File: config.mk
export PLATFORM = sky130hd
export DESIGN_NAME = pc_flag_unit_flat
export DESIGN_NICKNAME = d
export VERILOG_FILES = /design/src/rtl/cpu_pkg.sv /design/src/rtl/pc_flag_unit_if.sv /design/src/rtl/cond_eval.sv /design/src/rtl/pc_flag_unit.sv /design/src/flat_wrapper.sv
export SDC_FILE = /design/constraint.sdc
export NUM_CORES = 1
export LEC_CHECK = 0
export ABC_AREA = 0
export BUFFER_PORTS_ARGS = -buffer_cell sky130_fd_sc_hd__buf_2
export CAP_MARGIN = 30
export CELL_PAD_IN_SITES_DETAIL_PLACEMENT = 1
export CELL_PAD_IN_SITES_GLOBAL_PLACEMENT = 1
export CORE_AREA = 3 3 61 63
export CTS_CLUSTER_SIZE = 14
export DETAILED_ROUTE_END_ITERATION = 10
export DIE_AREA = 0 0 64 66
export GPL_TIMING_DRIVEN = 0
export PLACE_DENSITY = 0.88
export SYNTH_ARGS = -nofsm -noshare
export SYNTH_HDL_FRONTEND = slang
export SYNTH_SLANG_ARGS = --single-unit
export TNS_END_PERCENT = 100
File: constraint.sdc
create_clock -name clk -period 4 [get_ports clk]
set_clock_uncertainty 0.2 [all_clocks]
set_input_delay 0.2 -clock clk [delete_from_list [all_inputs] [get_ports clk]]
set_output_delay 0.2 -clock clk [all_outputs]
set_load 0.03 [all_outputs]
File: src/rtl/cpu_pkg.sv
// rtl/cpu_pkg.sv - shared PC-write encodings, flag bit indices and PC source constants
package cpu_pkg;

    localparam logic [2:0] PCW_NONE = 3'b000;
    localparam logic [2:0] PCW_EQ   = 3'b001;
    localparam logic [2:0] PCW_NE   = 3'b010;
    localparam logic [2:0] PCW_CS   = 3'b011;
    localparam logic [2:0] PCW_CC   = 3'b100;
    localparam logic [2:0] PCW_AL   = 3'b101;
    localparam logic [2:0] PCW_MI   = 3'b110;
    localparam logic [2:0] PCW_PL   = 3'b111;

    localparam int FLG_N = 3;
    localparam int FLG_Z = 2;
    localparam int FLG_C = 1;
    localparam int FLG_V = 0;

    localparam logic PCSEL_RESULT = 1'b0;
    localparam logic PCSEL_INC    = 1'b1;

endpackage

File: src/rtl/pc_flag_unit_if.sv
// rtl/pc_flag_unit_if.sv - controller strobes into, and PC/LR/flag state out of, the PC/flag unit
interface pc_flag_unit_if #(
    parameter int PC_W = 8
);
    logic            run;
    logic            sclr;
    logic [2:0]      pc_write;
    logic            pc_sel;
    logic            lr_write;
    logic            flag_up;
    logic [3:0]      alu_flags;
    logic [PC_W-1:0] result;
    logic [PC_W-1:0] pc;
    logic [PC_W-1:0] lr;
    logic [3:0]      flags;
    logic            branch_taken;

    modport master (
        output run, sclr, pc_write, pc_sel, lr_write, flag_up, alu_flags, result,
        input  pc, lr, flags, branch_taken
    );

    modport slave (
        input  run, sclr, pc_write, pc_sel, lr_write, flag_up, alu_flags, result,
        output pc, lr, flags, branch_taken
    );
endinterface

File: src/rtl/cond_eval.sv
// rtl/cond_eval.sv - combinational branch-condition evaluation of a PC-write code against NZCV
module cond_eval
    import cpu_pkg::*;
(
    input  logic [2:0] pc_write,
    input  logic [3:0] flags,
    output logic       cond
);
    always_comb begin
        cond = 1'b0;
        case (pc_write)
            PCW_NONE: cond = 1'b0;
            PCW_EQ:   cond = flags[FLG_Z];
            PCW_NE:   cond = ~flags[FLG_Z];
            PCW_CS:   cond = flags[FLG_C];
            PCW_CC:   cond = ~flags[FLG_C];
            PCW_AL:   cond = 1'b1;
            PCW_MI:   cond = flags[FLG_N];
            PCW_PL:   cond = ~flags[FLG_N];
            default:  cond = 1'b0;
        endcase
    end
endmodule

File: src/rtl/pc_flag_unit.sv
// rtl/pc_flag_unit.sv - PC, link register and NZCV flag registers with conditional PC update
module pc_flag_unit
    import cpu_pkg::*;
#(
    parameter int              PC_W     = 8,
    parameter logic [PC_W-1:0] RESET_PC = '0
) (
    input  logic           clk,
    input  logic           rst_n,
    pc_flag_unit_if.slave  bus
);
    logic [PC_W-1:0] pc_q;
    logic [PC_W-1:0] lr_q;
    logic [3:0]      flags_q;
    logic            branch_taken_q;
    logic            cond;
    logic            take;
    logic [PC_W-1:0] pc_next;

    // Condition is tested on the registered flags, so a same-cycle flag_up affects only later branches.
    cond_eval u_cond_eval (
        .pc_write (bus.pc_write),
        .flags    (flags_q),
        .cond     (cond)
    );

    assign take = bus.run & cond;

    always_comb begin
        pc_next = pc_q;
        if (take) begin
            pc_next = (bus.pc_sel == PCSEL_INC) ? pc_q + 1'b1 : bus.result;
        end
    end

    always_ff @(posedge clk or negedge rst_n) begin
        if (!rst_n) begin
            pc_q           <= RESET_PC;
            lr_q           <= '0;
            flags_q        <= '0;
            branch_taken_q <= 1'b0;
        end else if (bus.sclr) begin
            pc_q           <= RESET_PC;
            lr_q           <= '0;
            flags_q        <= '0;
            branch_taken_q <= 1'b0;
        end else if (bus.run) begin
            pc_q           <= pc_next;
            branch_taken_q <= take & (bus.pc_sel == PCSEL_RESULT);
            if (bus.lr_write) begin
                lr_q <= pc_q;
            end
            if (bus.flag_up) begin
                flags_q <= bus.alu_flags;
            end
        end
    end

    assign bus.pc           = pc_q;
    assign bus.lr           = lr_q;
    assign bus.flags        = flags_q;
    assign bus.branch_taken = branch_taken_q;
endmodule

File: src/flat_wrapper.sv
// flat-port wrapper written by rule: the top's interface ports become plain ports
module pc_flag_unit_flat import cpu_pkg::*;
#(
    parameter int              PC_W     = 8,
    parameter logic [PC_W-1:0] RESET_PC = '0
)
  (clk, rst_n, bus_run, bus_sclr, bus_pc_write, bus_pc_sel, bus_lr_write, bus_flag_up, bus_alu_flags, bus_result, bus_pc, bus_lr, bus_flags, bus_branch_taken);
  pc_flag_unit_if #(.PC_W(PC_W)) bus_i ();
  input  logic clk;
  input  logic rst_n;
  input wire logic [$bits(bus_i.run)-1:0] bus_run;
  input wire logic [$bits(bus_i.sclr)-1:0] bus_sclr;
  input wire logic [$bits(bus_i.pc_write)-1:0] bus_pc_write;
  input wire logic [$bits(bus_i.pc_sel)-1:0] bus_pc_sel;
  input wire logic [$bits(bus_i.lr_write)-1:0] bus_lr_write;
  input wire logic [$bits(bus_i.flag_up)-1:0] bus_flag_up;
  input wire logic [$bits(bus_i.alu_flags)-1:0] bus_alu_flags;
  input wire logic [$bits(bus_i.result)-1:0] bus_result;
  output wire logic [$bits(bus_i.pc)-1:0] bus_pc;
  output wire logic [$bits(bus_i.lr)-1:0] bus_lr;
  output wire logic [$bits(bus_i.flags)-1:0] bus_flags;
  output wire logic [$bits(bus_i.branch_taken)-1:0] bus_branch_taken;
  assign bus_i.run = bus_run;
  assign bus_i.sclr = bus_sclr;
  assign bus_i.pc_write = bus_pc_write;
  assign bus_i.pc_sel = bus_pc_sel;
  assign bus_i.lr_write = bus_lr_write;
  assign bus_i.flag_up = bus_flag_up;
  assign bus_i.alu_flags = bus_alu_flags;
  assign bus_i.result = bus_result;
  assign bus_pc = bus_i.pc;
  assign bus_lr = bus_i.lr;
  assign bus_flags = bus_i.flags;
  assign bus_branch_taken = bus_i.branch_taken;
  pc_flag_unit #(.PC_W(PC_W), .RESET_PC(RESET_PC)) u_core (.clk(clk), .rst_n(rst_n), .bus(bus_i));
endmodule
==> flow_summary.toml, run 1 <==
[finish]
regArea_um2 = 525.5
syn2layout_area_growth_pct = 31.70
multi_input_area_um2 = 609.3
drive_above_1_share_pct = 29.89
finalNonFillerCells = 230
final_cell_area_um2 = 1580
antenna_cells = 0
nFillCells = 416
num-nets-final = 208

[sta]
worstMarginPinSlew_ps = 592.9
fin_crit_sh_pct = 45.89
tns_ps = 0
setup_ws_ps = 2164
hold_viol = 0
rsz0062_at_grt = "false"
relSlewSlack_pct = 60.47
max_freq_mhz = 544.8
period_minus_slack_ps = 1836
finalSetupViolCount = 0
drv_slew = 0

[power_and_ir_drop]
clkPwrFrac_pct = 24.2
power.share.switching_pct = 34.02
switching_power_mw = 0.1545
finalPower_mw = 0.4541
leakagePower_nw = 0.7157
max-vdd-ir-drop_mv = 0.09959
p_seq_share_pct = 51.2
power_density_nw_per_um2 = 287.4
p_int_mw = 0.2996
combPwrFrac_pct = 24.6

[yosys]
async_flop_share_pct = 100.0
postSynthAreaPerCell_um2 = 9.160
synth-simple-area-share_pct = 21.90
yosysTopAreaCell = "dfrtp_1"
synthCells = 131
ys_seq_elements = 21
synthAdderAreaFrac_pct = 1.043
ys.flop_type = "dfrtp_1"
netlist.area_leader.share_pct = 43.80
yosysUniqueCellTypes = 38
synth_edf_count = 0
yosysWarningCount = 0
netlist_area_um2 = 1200
synth_xor_area_share_pct = 0.7299
synth_seq_area_share_pct = 43.80
synth_top_family_by_area = "compound AO/OA/AOI/OAI gates"
synth_fp_nets = 154
synth_compound_area_share_pct = 25.34
synthMuxAreaShare_pct = 1.773
ys_top_cells_by_area = "dfrtp_1 44%, a21oi_1 8.3%, nand3_1 7.5%"

[worst_setup_path]
worstSetupPathType = "input port to register"
r2r_end = "u_core.bus.pc[0]$_DFFE_PN0P_"
critPathMaxFanout = 10
timing.reg2reg.setup_slack_ps = 2220
r2r_cells = 5
crit_required_ps = 4050
worst_setup_path_start_kind = "input port"
critPathArrivalTime_ps = 1890
worst_setup_path_end_kind = "register"
r2r_start = "u_core.bus.flags[2]$_DFFE_PN0P_"

[clock_tree]
clockBufferDepth = 2
clk_latency_ps = 320
cts_tree = "yes"
cts_buffers = 3
cts_setup_buffers = 0
post_cts_hold_buffer_count = 10
cts_root_buf = "clkbuf_4"
cts.repair.resized = 0
path_clk_slew_ps = 130
cts_sinks = 21
htreeDepth = 1

[worst_hold_path]
hold_class = "input port to register"
min_to = "u_core.bus.pc[5]$_DFFE_PN0P_"
hp-start = "bus_result[5]"
whs_path_depth = 5

[global_route]
grt_pass1_vias = 1367
grt_pass1_wl_um = 6803
grt-ovfl-total = 0
antenna_found_initial = 0
grt_usage_pct = 21.26
grt_max_degree = 22

[place]
globalplace.congestion = 0.8029
hpwl_um = 2726
dp.cells = 216
dpl_worst_slack_ps = 2270
numPortBuffers = 39
placed_area_um2 = 1453

[route]
drtAntennaViolNets = 0
dr.pass1.iters = 6
vias_per_cell = 5.457
drc_errors = 0
vias = 1255
totalWireLength_um = 4135
routedWlPerCell_um = 17.98
drt_iter0_drc = 76

[job]
cap_violations = 0

[floorplan]
dieArea_um2 = 4224
io_pins = 43
fp.dieW_um = 64
core_um2 = 3284
floorplan.initialDensity_pct = 36.53
row_count = 21
fp.dieH_um = 66

[outcome]
outcome = "completed"
==> power by group through the flow <==
stage	registers, mW	logic (mW)	clock network (mW)
floorplan	0.250	0.0491	0
global placement	0.235	0.0986	0
detailed placement	0.236	0.102	0
CTS	0.232	0.110	0.106
global route	0.234	0.122	0.120
finish	0.232	0.112	0.110
==> how the worst max path moves through the flow <==
stage,start,endpoint,slack [ps],depth (start not counted)
2_1_floorplan,u_core.bus.flags[2]$_DFFE_PN0P_,u_core.bus.pc[0]$_DFFE_PN0P_,2180,5
3_3_place_gp,u_core.bus.flags[2]$_DFFE_PN0P_,u_core.bus.pc[1]$_DFFE_PN0P_,2300,5
3_5_place_dp,u_core.bus.flags[2]$_DFFE_PN0P_,u_core.bus.pc[1]$_DFFE_PN0P_,2270,5
4_1_cts,u_core.bus.flags[2]$_DFFE_PN0P_,u_core.bus.pc[0]$_DFFE_PN0P_,2240,5
5_1_grt,bus_run,u_core.bus.flags[2]$_DFFE_PN0P_,2050,5
6_report,bus_run,u_core.bus.flags[2]$_DFFE_PN0P_,2160,5
==> flip-flops by register name, summed over array words and instances, names as in the netlist <==
register,cells
u_core.bus.pc,8
u_core.bus.lr,8
u_core.bus.flags,4
u_core.bus.branch_taken,1
==> worst max-delay path: stages <==
cell	delay (ps)
clkbuf_1	320
clkbuf_1	410
nand3_1	200
dlygate4sd3_1	610
a21oi_1	140
==> routing by layer <==
metal,vias up,share of wire [%],track usage [%]
met5,-,0,0
met4,0,4.1,13.21
met3,14,4.1,2.891
met2,39,51,37.55
met1,612,41,24.13
li1,590,-,-
==> cell families (layout without fill, tap and decap cells) <==
logic type                 after synthesis  after routing
AOI/OAI and AO/OA                       41             41
xor gates and xnor gates                 1              1
adders and majority gates                1              1
buffers and inverters                   13             66
DFF                                     21             21
muxes                                    2              2
and+or+nand+nor                         52             52
==> synth_stat cells (2+ instances only) <==
cell type / n
nand3_1: 18
inv_1: 4
a311oi_2: 2
clkbuf_1: 5
a211oi_1: 2
nor3_1: 2
dfrtp_1: 21
buf_6: 2
o32ai_2: 3
nor2_1: 3
nand2_1: 17
nor4_1: 2
o21ai_0: 2
a21oi_1: 20
o211a_1: 2
nand2b_1: 4
==> layout make-up <==
class                   instances  area share, %
flip-flops and latches         21          33.25
plain buffers                   9          3.167
repair buffers                 49          18.69
clock buffers                   3          1.425
inverters                       4         0.9501
clock inverters                 1         0.3167
multi-input cells              97          38.56
well taps                      46          3.642
==> through the flow <==
stage          hold WS (ps)  util, %
3_3_place_gp         -25.03    44.23
6_report              60.94    48.11
3_5_place_dp         -24.01    44.23
5_1_grt               75.28    48.11
4_1_cts               56.63    48.11
2_1_floorplan        -295.6        -
==> layout by cell type (no fill, tap or decap), types with 2 or more instances in the layout <==
cell / instances
buf_2: 40
dfrtp_1: 21
a21oi_1: 20
nand3_1: 18
nand2_1: 17
dlygate4sd3_1: 10
clkbuf_1: 5
inv_1: 4
nand2b_1: 4
nor2_1: 3
o32ai_2: 3
clkbuf_4: 3
buf_6: 2
a311oi_2: 2
o21ai_0: 2
nor4_1: 2
o211a_1: 2
nor3_1: 2
a211oi_1: 2
No activity file was read; power rests on OpenSTA's default activity.
==> inputs of run 2 (changes only) <==
- CORE_AREA: 3 3 61 63 -> 3 3 63 65
- DIE_AREA: 0 0 64 66 -> 0 0 66 68
- PLACE_DENSITY: 0.88 -> 0.83
- clock period: 4 -> 1.7 ns (I/O delays scaled with it)
==> flow_summary.toml, run 2 (synthesis results as in run 1) <==
[outcome]
outcome = "finished, violations left"
violations = "hold timing, setup timing"

[floorplan]
dieArea_um2 = 4488
fp.dieH_um = 68
row_count = 21
fp.dieW_um = 66
io_pins = 43
floorplan.initialDensity_pct = 35.40
core_um2 = 3390

[worst_setup_path]
crit_required_ps = 1710
critPathBufInv = 1
worst-path-stages = 5
r2r_end = "u_core.bus.branch_taken$_DFFE_PN0P_"
startpoint = "u_core.bus.flags[2]$_DFFE_PN0P_"
critPathArrivalTime_ps = 1760
r2r_start = "u_core.bus.flags[2]$_DFFE_PN0P_"
worst_setup_path_end_kind = "register"
critPathMaxStageDelay_ps = 460
worst_setup_path_start_kind = "register"
cpMaxStageDelayCell = "dfrtp_2"
path_cells = "mux2_4, o22a_4, buf_12, a32oi_2, nor2_1"
timing.reg2reg.setup_slack_ps = -50
r2r_cells = 5
crit_end = "u_core.bus.branch_taken$_DFFE_PN0P_"
critPathTopFamily = "flip-flops"
worstSetupPathType = "register to register"
critPathMaxFanout = 10

[clock_tree]
path_clk_slew_ps = 140
cts_sinks = 21
clk_latency_ps = 320
clockBufferDepth = 2
cts_root_buf = "clkbuf_4"
cts_tree = "yes"
htreeDepth = 1
cts_buffers = 3

[route]
drt_iter0_drc = 44
drtAntennaViolNets = 0
vias_per_cell = 5.564
drc_errors = 0
totalWireLength_um = 4378
vias = 1352
dr.pass1.iters = 4
routedWlPerCell_um = 18.02

[global_route]
grt_usage_pct = 20.62
grt_pass1_wl_um = 6920
grt_pass1_vias = 1400
grt-ovfl-total = 0
antenna_found_initial = 0
grt_max_degree = 22

[sta]
period_minus_slack_ps = 1749
fin_crit_sh_pct = 102.9
setup_ws_ps = -49.35
drv_slew = 0
whs_ps = -8.284
finalSetupViolCount = 7
max_freq_mhz = 571.6
rsz0062_at_grt = "true"
relSlewSlack_pct = 61.03
hold_viol = 1
worstMarginPinSlew_ps = 584.6

[place]
numPortBuffers = 39
globalplace.congestion = 0.8478
hpwl_um = 2697

[job]
cap_violations = 0

[power_and_ir_drop]
power_density_nw_per_um2 = 631.9
max-vdd-ir-drop_mv = 0.2416
leakagePower_nw = 0.7986
finalPower_mw = 1.123

[finish]
layout_common_cells = "40 x buf_2, 20 x dlygate4sd3_1, 18 x a21oi_1"
num-nets-final = 221
final_common_cell = "buf_2"
nFillCells = 390
post-route-util_pct = 52.42
drive_above_1_share_pct = 35.03
syn2layout_area_growth_pct = 48.07
antenna_cells = 0

[worst_hold_path]
whs_path_depth = 3
hold_class = "input port to register"
[run 2: changes by cell type in the layout (fill, tap and decap cells not counted), moves of 2 or more]
cell and change:
a21oi_1 -2, a21oi_2 +2, buf_4 +2, clkbuf_1 -2, dfrtp_1 -4, dfrtp_2 +4
dlygate4sd3_1 +10, dlymetal6s4s_1 +2
[run 2: where the power goes]
part           switching, mW  total (mW)  internal (mW)
Clock                  0.174       0.262         0.0881
Sequential            0.0279       0.548          0.520
Combinational          0.180       0.313          0.133
Total                  0.381        1.12          0.742
[run 2: cell type report]
type                       instances  area (um^2)  area share (%)
buffer                             8        56.30           3.169
clock buffer                       3        22.52           1.268
clock inverter                     1        5.005          0.2817
inverter                           4        15.01          0.8451
multi-input combinational         97        654.4           36.83
sequential                        21        530.5           29.86
tap                               46        57.56           3.239
timing repair buffer              63        435.4           24.51
[run 2: repair_timing]
| action | 4_1_cts | 5_1_grt |
|---|---|---|
| endpoints found under the setup margin | 3 | 9 |
| resized for setup | 5 | 9 |
| buffers inserted | 0 | 2 |
| hold buffers | 22 | 0 |
| endpoints found under the hold margin | 39 | 0 |
| pin swaps | 1 | 0 |
[run 2: how the worst min path moves through the flow]
stage,start,endpoint,slack (ps)
after floorplan,rst_n,u_core.bus.branch_taken$_DFFE_PN0P_,-410
after global placement,rst_n,u_core.bus.pc[6]$_DFFE_PN0P_,-140
after detailed placement,rst_n,u_core.bus.pc[6]$_DFFE_PN0P_,-130
after CTS,bus_pc_sel,u_core.bus.pc[4]$_DFFE_PN0P_,20
after global routing,bus_pc_sel,u_core.bus.pc[4]$_DFFE_PN0P_,2
final,bus_pc_sel,u_core.bus.pc[4]$_DFFE_PN0P_,-8
[run 2: layer usage]
metal	wire length (um)	global-route usage, %
met4	137	11.17
met1	1700	23.78
met3	173	2.135
met5	0	0
met2	2367	37.55
[run 2: worst register-to-register path, delay by kind of cell (launching register included)]
kind	cells	cell delay, ps
simple gates	1	70
mux	1	320
buf+inv	1	150
compound gates	2	440
flops	1	460
[run 2: per-stage QoR]
stage                     setup WS [ps]  TNS (ps)  cell area [um^2]  cells
after floorplan                  -17.70    -48.24              1209    131
after global placement            8.326         0              1461    216
after detailed placement         -52.77    -95.29              1461    216
after CTS                        -20.95    -30.02              1730    242
after global routing             -100.2    -449.8              1777    243
final                            -49.35    -153.7              1777    243
